==> config.mk <==
export PLATFORM = sky130hd
export DESIGN_NAME = clock_step_ctrl
export DESIGN_NICKNAME = d
export VERILOG_FILES = /design/src/rtl/clock_step_ctrl.sv
export SDC_FILE = /design/constraint.sdc
export NUM_CORES = 1
export LEC_CHECK = 0
export ABC_AREA = 1
export BUFFER_PORTS_ARGS = -buffer_cell sky130_fd_sc_hd__buf_2
export CAP_MARGIN = 20
export CORE_UTILIZATION = 40
export DETAILED_ROUTE_END_ITERATION = 8
export REMOVE_ABC_BUFFERS = 1
export SLEW_MARGIN = 10
export SYNTH_ARGS = -nofsm -noshare
export SYNTH_HDL_FRONTEND = slang
export SYNTH_SLANG_ARGS = --single-unit
==> constraint.sdc <==
create_clock -name CLK -period 3.3 [get_ports CLK]
set_input_delay 0.165 -clock CLK [delete_from_list [all_inputs] [get_ports CLK]]
set_output_delay 0.165 -clock CLK [all_outputs]
set_load 0.03 [all_outputs]
==> src/rtl/clock_step_ctrl.sv <==
// clock_step_ctrl: run/halt/single-step clock-enable sequencer with PLL-lock reset hold.
// Optional build macro: CYCLE_COUNTER_EN adds the 32-bit ce pulse counter on cycle_cnt;
// without it cycle_cnt is tied to zero.
module clock_step_ctrl #(
    parameter int unsigned RESET_CYCLES  = 1024,
    parameter int unsigned DEBOUNCE_BITS = 16,
    parameter bit          START_RUN     = 1'b1
) (
    input  logic        CLK,
    input  logic        RESET,
    input  logic        pll_locked,
    input  logic        btn_run,
    input  logic        btn_step,
    input  logic [3:0]  div_sel,
    output logic        ce,
    output logic        resetn_out,
    output logic [1:0]  state,
    output logic [31:0] cycle_cnt
);

    localparam int unsigned SETTLE_W = (RESET_CYCLES > 1) ? $clog2(RESET_CYCLES) : 1;
    localparam int unsigned DB_W     = DEBOUNCE_BITS;
    localparam int unsigned PRESC_W  = 16;
    localparam logic [SETTLE_W-1:0] SETTLE_LAST = SETTLE_W'(RESET_CYCLES - 1);
    localparam logic [DB_W-1:0]     DB_MAX      = '1;

    typedef enum logic [1:0] {
        ST_RST  = 2'd0,
        ST_HALT = 2'd1,
        ST_RUN  = 2'd2,
        ST_STEP = 2'd3
    } state_t;

    state_t               state_q, state_d;
    logic [SETTLE_W-1:0]  settle_q, settle_d;
    logic [PRESC_W-1:0]   presc_q, presc_d;
    logic [PRESC_W-1:0]   presc_max;
    logic [3:0]           div_q;
    logic                 ce_q, ce_d;
    logic                 resetn_q, resetn_d;

    logic                 lock_s1, lock_s;
    logic [1:0]           btn_raw, btn_s1, btn_s2, btn_db, btn_ev;
    logic [DB_W-1:0]      db_cnt [2];
    logic                 ev_run, ev_step;

    assign btn_raw = {btn_step, btn_run};
    assign ev_run  = btn_ev[0];
    assign ev_step = btn_ev[1];

    // Terminal prescaler value for the selected gearbox ratio
    assign presc_max = PRESC_W'((17'd1 << div_sel) - 17'd1);

    // Two-flop synchroniser for the asynchronous PLL lock
    always_ff @(posedge CLK or negedge RESET) begin
        if (!RESET) begin
            lock_s1 <= 1'b0;
            lock_s  <= 1'b0;
        end else begin
            lock_s1 <= pll_locked;
            lock_s  <= lock_s1;
        end
    end

    // Button sync + debounce; btn_ev pulses once when the debounced level rises
    always_ff @(posedge CLK or negedge RESET) begin
        if (!RESET) begin
            btn_s1    <= '0;
            btn_s2    <= '0;
            btn_db    <= '0;
            btn_ev    <= '0;
            db_cnt[0] <= '0;
            db_cnt[1] <= '0;
        end else begin
            btn_s1 <= btn_raw;
            btn_s2 <= btn_s1;
            for (int i = 0; i < 2; i++) begin
                btn_ev[i] <= 1'b0;
                if (btn_s2[i] == btn_db[i]) begin
                    db_cnt[i] <= '0;
                end else if (db_cnt[i] == DB_MAX) begin
                    btn_db[i] <= btn_s2[i];
                    btn_ev[i] <= btn_s2[i];
                    db_cnt[i] <= '0;
                end else begin
                    db_cnt[i] <= db_cnt[i] + DB_W'(1);
                end
            end
        end
    end

    // State and registered-output flops; ce/resetn_out follow the next state
    always_ff @(posedge CLK or negedge RESET) begin
        if (!RESET) begin
            state_q  <= ST_RST;
            settle_q <= '0;
            presc_q  <= '0;
            div_q    <= '0;
            ce_q     <= 1'b0;
            resetn_q <= 1'b0;
        end else begin
            state_q  <= state_d;
            settle_q <= settle_d;
            presc_q  <= presc_d;
            div_q    <= div_sel;
            ce_q     <= ce_d;
            resetn_q <= resetn_d;
        end
    end

    // Next-state logic; lock loss overrides everything, run beats step.
    // ce is registered from the prescaler terminal count, so the first pulse
    // lands 2^div_sel cycles after RUN entry.
    always_comb begin
        state_d  = state_q;
        settle_d = '0;
        presc_d  = '0;
        ce_d     = 1'b0;
        if (!lock_s) begin
            state_d = ST_RST;
        end else begin
            case (state_q)
                ST_RST: begin
                    if (settle_q == SETTLE_LAST) begin
                        state_d = START_RUN ? ST_RUN : ST_HALT;
                    end else begin
                        settle_d = settle_q + SETTLE_W'(1);
                    end
                end
                ST_HALT: begin
                    if (ev_run) begin
                        state_d = ST_RUN;
                    end else if (ev_step) begin
                        state_d = ST_STEP;
                        ce_d    = 1'b1;
                    end
                end
                ST_STEP: begin
                    state_d = ST_HALT;
                end
                ST_RUN: begin
                    if (ev_run) begin
                        state_d = ST_HALT;
                    end else if (div_sel != div_q) begin
                        presc_d = '0;
                    end else if (presc_q == presc_max) begin
                        ce_d    = 1'b1;
                        presc_d = '0;
                    end else begin
                        presc_d = presc_q + PRESC_W'(1);
                    end
                end
                default: begin
                    state_d = ST_RST;
                end
            endcase
        end
        resetn_d = (state_d != ST_RST);
    end

    assign ce         = ce_q;
    assign resetn_out = resetn_q;
    assign state      = state_q;

`ifdef CYCLE_COUNTER_EN
    logic [31:0] cycle_cnt_q;

    // Count ce pulses; cleared whenever the design is held in reset
    always_ff @(posedge CLK or negedge RESET) begin
        if (!RESET) begin
            cycle_cnt_q <= '0;
        end else if (state_d == ST_RST) begin
            cycle_cnt_q <= '0;
        end else if (ce_d) begin
            cycle_cnt_q <= cycle_cnt_q + 32'd1;
        end
    end

    assign cycle_cnt = cycle_cnt_q;
`else
    assign cycle_cnt = 32'd0;
`endif

endmodule
==> flow_summary.toml, run 1 <==
[outcome]
status = "complete, no violations"

[global_routing]
grt_overflow = 0
grt_max_degree = 77
grt_pass1_vias = 3297
grt_pass1_wl_mm = 14.7
grt_usage = 0.161
antenna_found_initial = 0

[sta]
setup_viol = 0
layout_min_cycle_time_ns = 2.33
min_period_over_period = 0.707
rsz0062_at_grt = "no"
max_freq_mhz = 429
slew_headroom = 0.365
drv_slew = 0
final_hold_viol_count = 0
fin_skew_ns = 0.0168
worst_pin_slew_ns = 0.952
final.setup.tns_ns = 0

[job]
maxCapViolations = 0

[drt]
dr.pass1.iters = 6
routed_via_density = 4.74
route.detailed.drc = 0
routed_wirelength_mm = 8.42
ant_nets = 0
topRoutingLayerUsed = "met4"
met2WireLength_mm = 3.81
wl_met1_mm = 4.19
routed-wl-met3_um = 303
drt-wirelength-per-cell_um = 11.4
vias = 3508
drtIter0Drc = 156

[finish]
fillers = 1084
post-route-cell-area_sq_mm = 0.00481
nets = 613
post-route-util = 0.444
synthToLayoutAreaGrowth_pct = 7.76
stdcell_count = 740
num_antenna_cells = 0
drive_above_1_share = 0.0917

[critical_path]
endpoint_kind = "flip-flop"
timing.critical_path.from = "div_sel[0]"
crit_path_start_kind = "input pin"
arrival_ns = 2.55
crit_required_ns = 3.52
worstSetupPathType = "in -> reg"
crit_path_max_fanout = 11
r2r_end = "db_cnt[27]$_DFF_PN0_"
r2r.worst_path.cells = 10
rrSetupSlack_ns = 1.33
reg2reg_from = "db_cnt[16]$_DFF_PN0_"

[place]
dp_hpwl_mm = 6.19
dp_cells = 719
gp_congestion = 0.826
port_buffers = 12
place_area_sq_mm = 0.00454

[clock_tree]
root_buffer = "clkbuf_8"
insertion_delay_ns = 0.34
cts_tree = "done"
cts_max_level = 3
cts_hold_buf = 5
post_cts_buffers = 0
cts_sinks = 76
clockBufferDepth = 2
cts_made_buffers = 9
cts_resized = 0
clkSlewWorstSetupHoldPaths_ns = 0.08

[logic_synthesis]
async_reset_ff_frac = 1.00
synth_top_family_by_area = "simple AND/OR/NAND/NOR gates"
muxShareOfSynthArea = 0.00252
syn_area_per_cell_sq_um = 7.80
synth-edff-count = 0
yosys.area_share.xor_xnor = 0.0490
synth_compound_area_frac = 0.0462
seq_area_frac_synth = 0.426
syn_inst = 572
synth_ff_type = "dfrtp_1"
synthSimpleGateAreaFrac = 0.328
synth-seq-cells = 76
yosysWarnings = 0
netlist_area_sq_mm = 0.00446
synthAdderAreaFrac = 0.0252
synth_cell_type_count = 44

[floorplan]
core_sq_mm = 0.0108
die_area_sq_mm = 0.0116
die_y_um = 108
io_pins = 45
start_util = 0.412
num_rows = 38
die_x_um = 108

[power]
pwr-share-comb = 0.089
cellPowerDensity_mw_per_mm2 = 400
peakVddDrop_v = 0.000222
p_seq_frac = 0.496
clockPowerShare = 0.414
leakage_nw = 2.20
p_sw_uw = 491
internal_power_mw = 1.43
p_sw_frac = 0.255

[min_path]
hp-start = "div_sel[3]"
min_path_type = "in -> reg"
hold_end = "div_q[3]$_DFF_PN0_"
hold_depth = 1
flip-flops by register name, indices dropped and copies added (netlist names):
signal and flops:
db_cnt 32, btn_ev 2, lock_s1 1, div_q 4, settle_q 10, ce 1, resetn_out 1, presc_q 16
state 2, btn_db 2, btn_s1 2, lock_s 1, btn_s2 2
area by class of cell:
class	instances	area, sq um	area share
clock buffer	11	141	0.0294
clock inverter	5	82.6	0.0172
inverter	68	255	0.0531
multi-input combinational	422	2130	0.444
sequential	76	1900	0.395
tap	140	175	0.0364
timing repair buffer	18	120	0.0250
cells in the final DEF, fill, tap and decap left out, types with 5 or more instances in the layout:
cell type        n
a21oi_1          8
buf_2           11
clkbuf_8        10
conb_1          32
dfrtp_1         76
dlygate4sd3_1    5
ha_1             9
inv_1           65
nand2_1        116
nand3_1         50
nand4_1         12
nor2_1          92
nor2_2           5
nor3_1          18
nor3b_1          6
o21ai_0          9
xnor2_1          9
xor2_1          16
synth_stat cells, types with 2 or more instances:
cell,count,area (sq um)
nand2_1,116,435
nor2_1,92,345
dfrtp_1,76,1900
inv_1,65,244
nand3_1,50,250
buf_4,32,240
nor3_1,18,90.1
xor2_1,16,140
nand4_1,12,75.1
ha_1,9,113
o21ai_0,9,45.0
xnor2_1,9,78.8
a21oi_1,8,40.0
nor3b_1,6,45.0
nor2_2,5,31.3
buf_6,4,45.0
nand2_2,4,25.0
nor4_1,4,25.0
o21ai_1,4,20.0
nand3_2,3,30.0
nor3_2,3,30.0
and3_1,2,12.5
inv_2,2,7.51
nand3b_1,2,15.0
or2_2,2,12.5
cell families after synthesis:
group	Yosys count
AND/OR/NAND/NOR	322
XOR/XNOR	25
flip-flops	76
adder cells (fa/ha/maj)	9
other	1
buffers and inverters	105
multiplexers	1
AO/OA/AOI/OAI	33
worst max path at each step:
stage / endpoint
final: presc_q[9]$_DFF_PN0_
after global routing: presc_q[0]$_DFF_PN0_
after CTS: presc_q[9]$_DFF_PN0_
after detailed placement: presc_q[3]$_DFF_PN0_
after global placement: presc_q[0]$_DFF_PN0_
after floorplan: db_cnt[27]$_DFF_PN0_
layer usage:
layer | vias up | track usage
met5 | - | 0
met4 | 0 | 0.0479
met3 | 12 | 0.0412
met2 | 70 | 0.261
met1 | 1614 | 0.210
li1 | 1812 | -
power groups by stage:
stage | clock [mW] | combinational, mW | sequential [mW]
floorplan | 0 | 0.118 | 0.972
global placement | 0 | 0.168 | 0.974
detailed placement | 0 | 0.169 | 0.974
CTS | 0.828 | 0.174 | 0.956
global route | 0.872 | 0.195 | 0.958
finish | 0.798 | 0.172 | 0.956
stage by stage:
stage	setup slack, ns	hold WS, ns	total power [mW]
finish	0.968	0.0851	1.93
global route	0.758	0.0572	2.03
CTS	1.01	0.0650	1.96
detailed placement	1.13	0.274	1.14
global placement	1.23	0.277	1.14
floorplan	1.63	-0.131	1.09
critical path, cell delays in order:
cell,delay (ns)
dlygate4sd3_1,0.53
buf_2,0.16
nor2_4,0.19
nand2_1,0.10
ha_1,0.32
nand2_1,0.08
nand3_1,0.09
nor2_1,0.11
nand2_1,0.06
nor2_1,0.11
nand2_1,0.08
nor2_2,0.12
nand3_2,0.16
nand2_2,0.22
nor2_1,0.07
No activity file was read; power rests on OpenSTA's default activity.
==> run 2, diff against run 1 <==
- clock period: 3.3 -> 2.2 ns (I/O delays scaled with it)
==> run 2 against run 1 <==
Core utilization grew 0.14 points; count of clock-buffer cells in the layout shrank 1; first-iteration DRC count grew 9.6%; largest cell class unchanged; critical endpoint is now db_cnt[23]$_DFF_PN0_; power grew 46%; critical path type is now reg -> reg; sequential power grew 50%; sequential share of layout area shrank 0.12 points.
==> flow_summary.toml, run 2 (synthesized netlist as in run 1, its figures left out) <==
[critical_path]
cp_slowest_cell = "dfrtp_1"
r2r.worst_path.cells = 10
crit_path_start_kind = "flip-flop"
max_stage_delay_ns = 0.37
crit_path_max_fanout = 7
reg2reg_from = "db_cnt[16]$_DFF_PN0_"
rrSetupSlack_ns = 0.23
worstSetupPathType = "reg -> reg"
crit_top_cell = "nand2_1"
endpoint_kind = "flip-flop"
crit_path_cell_trace = "ha_1 > nand2_1 > nor2_1 > nand2_1 > nor2_2 > nand2_1 > nor3_2 > nand3_2 > o21ai_4 > nor2_1"
arrival_ns = 2.19
r2r_end = "db_cnt[23]$_DFF_PN0_"
crit_required_ns = 2.43

[sta]
setup_viol = 0
drv_slew = 0
worst_pin_slew_ns = 0.955
max_freq_mhz = 508
min_period_over_period = 0.895
slew_headroom = 0.363
layout_min_cycle_time_ns = 1.97
final.setup.tns_ns = 0
fin_ws_ns = 0.232
rsz0062_at_grt = "no"
final_hold_viol_count = 0
fin_skew_ns = 0.0137

[finish]
fillers = 1124
top_regs = "db_cnt: 32 flops, presc_q: 16 flops, settle_q: 10 flops"
num_antenna_cells = 0
regMostFlops = "db_cnt"
largest_reg_flops = 32
nets = 617
mostFrequentLayoutCell = "nand2_1"
synthToLayoutAreaGrowth_pct = 8.10
final_cell_mix = "nand2_1 (116), nor2_1 (92), dfrtp_1 (76), inv_1 (65), nand3_1 (50)"
drive_above_1_share = 0.0977

[floorplan]
die_x_um = 108
die_area_sq_mm = 0.0116
io_pins = 45
core_sq_mm = 0.0108
start_util = 0.412
die_y_um = 108
num_rows = 38

[min_path]
hold_depth = 2
hp-start = "div_sel[2]"
hold_end = "div_q[2]$_DFF_PN0_"
min_path_type = "in -> reg"

[drt]
routed_via_density = 4.79
dr.pass1.iters = 5
vias = 3561
routed_wirelength_mm = 8.49
ant_nets = 0
drt-wirelength-per-cell_um = 11.4
drtIter0Drc = 171
route.detailed.drc = 0

[job]
maxCapViolations = 0

[clock_tree]
cts_resized = 0
root_buffer = "clkbuf_8"
post_cts_buffers = 0
cts_made_buffers = 9
cts_tree = "done"
cts_hold_buf = 6
clockBufferDepth = 2
cts_max_level = 3
insertion_delay_ns = 0.35
cts_sinks = 76
clkSlewWorstSetupHoldPaths_ns = 0.09

[global_routing]
grt_pass1_vias = 3358
antenna_found_initial = 0
grt_usage = 0.162
grt_pass1_wl_mm = 14.9
grt_max_degree = 77
grt_overflow = 0

[power]
leakage_nw = 2.20
peakVddDrop_v = 0.000312
cellPowerDensity_mw_per_mm2 = 581

[place]
gp_congestion = 0.854
place_ws_ns = 0.109
port_buffers = 12
dp_hpwl_mm = 6.15

[outcome]
status = "complete, no violations"
## run 2: worst max-delay path by stage
stage                               startpoint               endpoint  cells past startpoint
after floorplan           db_cnt[16]$_DFF_PN0_   db_cnt[27]$_DFF_PN0_                     10
after global placement              div_sel[1]   presc_q[1]$_DFF_PN0_                     14
after detailed placement            div_sel[1]  presc_q[10]$_DFF_PN0_                     15
after CTS                 db_cnt[16]$_DFF_PN0_   db_cnt[27]$_DFF_PN0_                     10
after global routing      db_cnt[16]$_DFF_PN0_   db_cnt[27]$_DFF_PN0_                     10
final                     db_cnt[16]$_DFF_PN0_   db_cnt[23]$_DFF_PN0_                     10
## run 2: layout make-up
class                      count  area, sq um  area share
inverter                      68          255      0.0529
tap                          140          175      0.0363
multi-input combinational    422         2130       0.442
clock buffer                  10          138      0.0285
timing repair buffer          22          153      0.0316
sequential                    76         1900       0.394
clock inverter                 6         68.8      0.0143
## run 2: power by group
part | leakage (nW) | switching (mW) | internal, mW
logic | 1.07 | 0.201 | 0.0643
registers | 1.03 | 0.0152 | 1.42
clock network | 0.104 | 0.539 | 0.565
total | 2.20 | 0.755 | 2.05
## run 2: worst max-delay path, delay by kind of cell, from the launching register on
kind | cells | cell delay, ns
AO/OA/AOI/OAI | 1 | 0.26
adder cells (fa/ha/maj) | 1 | 0.18
flip-flops | 1 | 0.37
AND/OR/NAND/NOR | 8 | 1.05
## run 2: stage by stage
step | util | hold WS (ns) | std cells | total power, mW | instance area (sq um)
after floorplan | - | -0.186 | 566 | 1.64 | 4290
after global placement | 0.421 | 0.222 | 722 | 1.72 | 4560
after detailed placement | 0.421 | 0.220 | 722 | 1.72 | 4560
after CTS | 0.445 | 0.105 | 744 | 2.85 | 4830
after global routing | 0.445 | 0.115 | 744 | 2.94 | 4830
final | 0.445 | 0.123 | 744 | 2.80 | 4830
## run 2: metal layers
metal	vias to the layer above	GRT usage	routed length, um
met5	-	0	0
met4	0	0.0626	79
met3	6	0.0224	266
met2	78	0.264	4070
met1	1662	0.217	4080
li1	1815	-	-
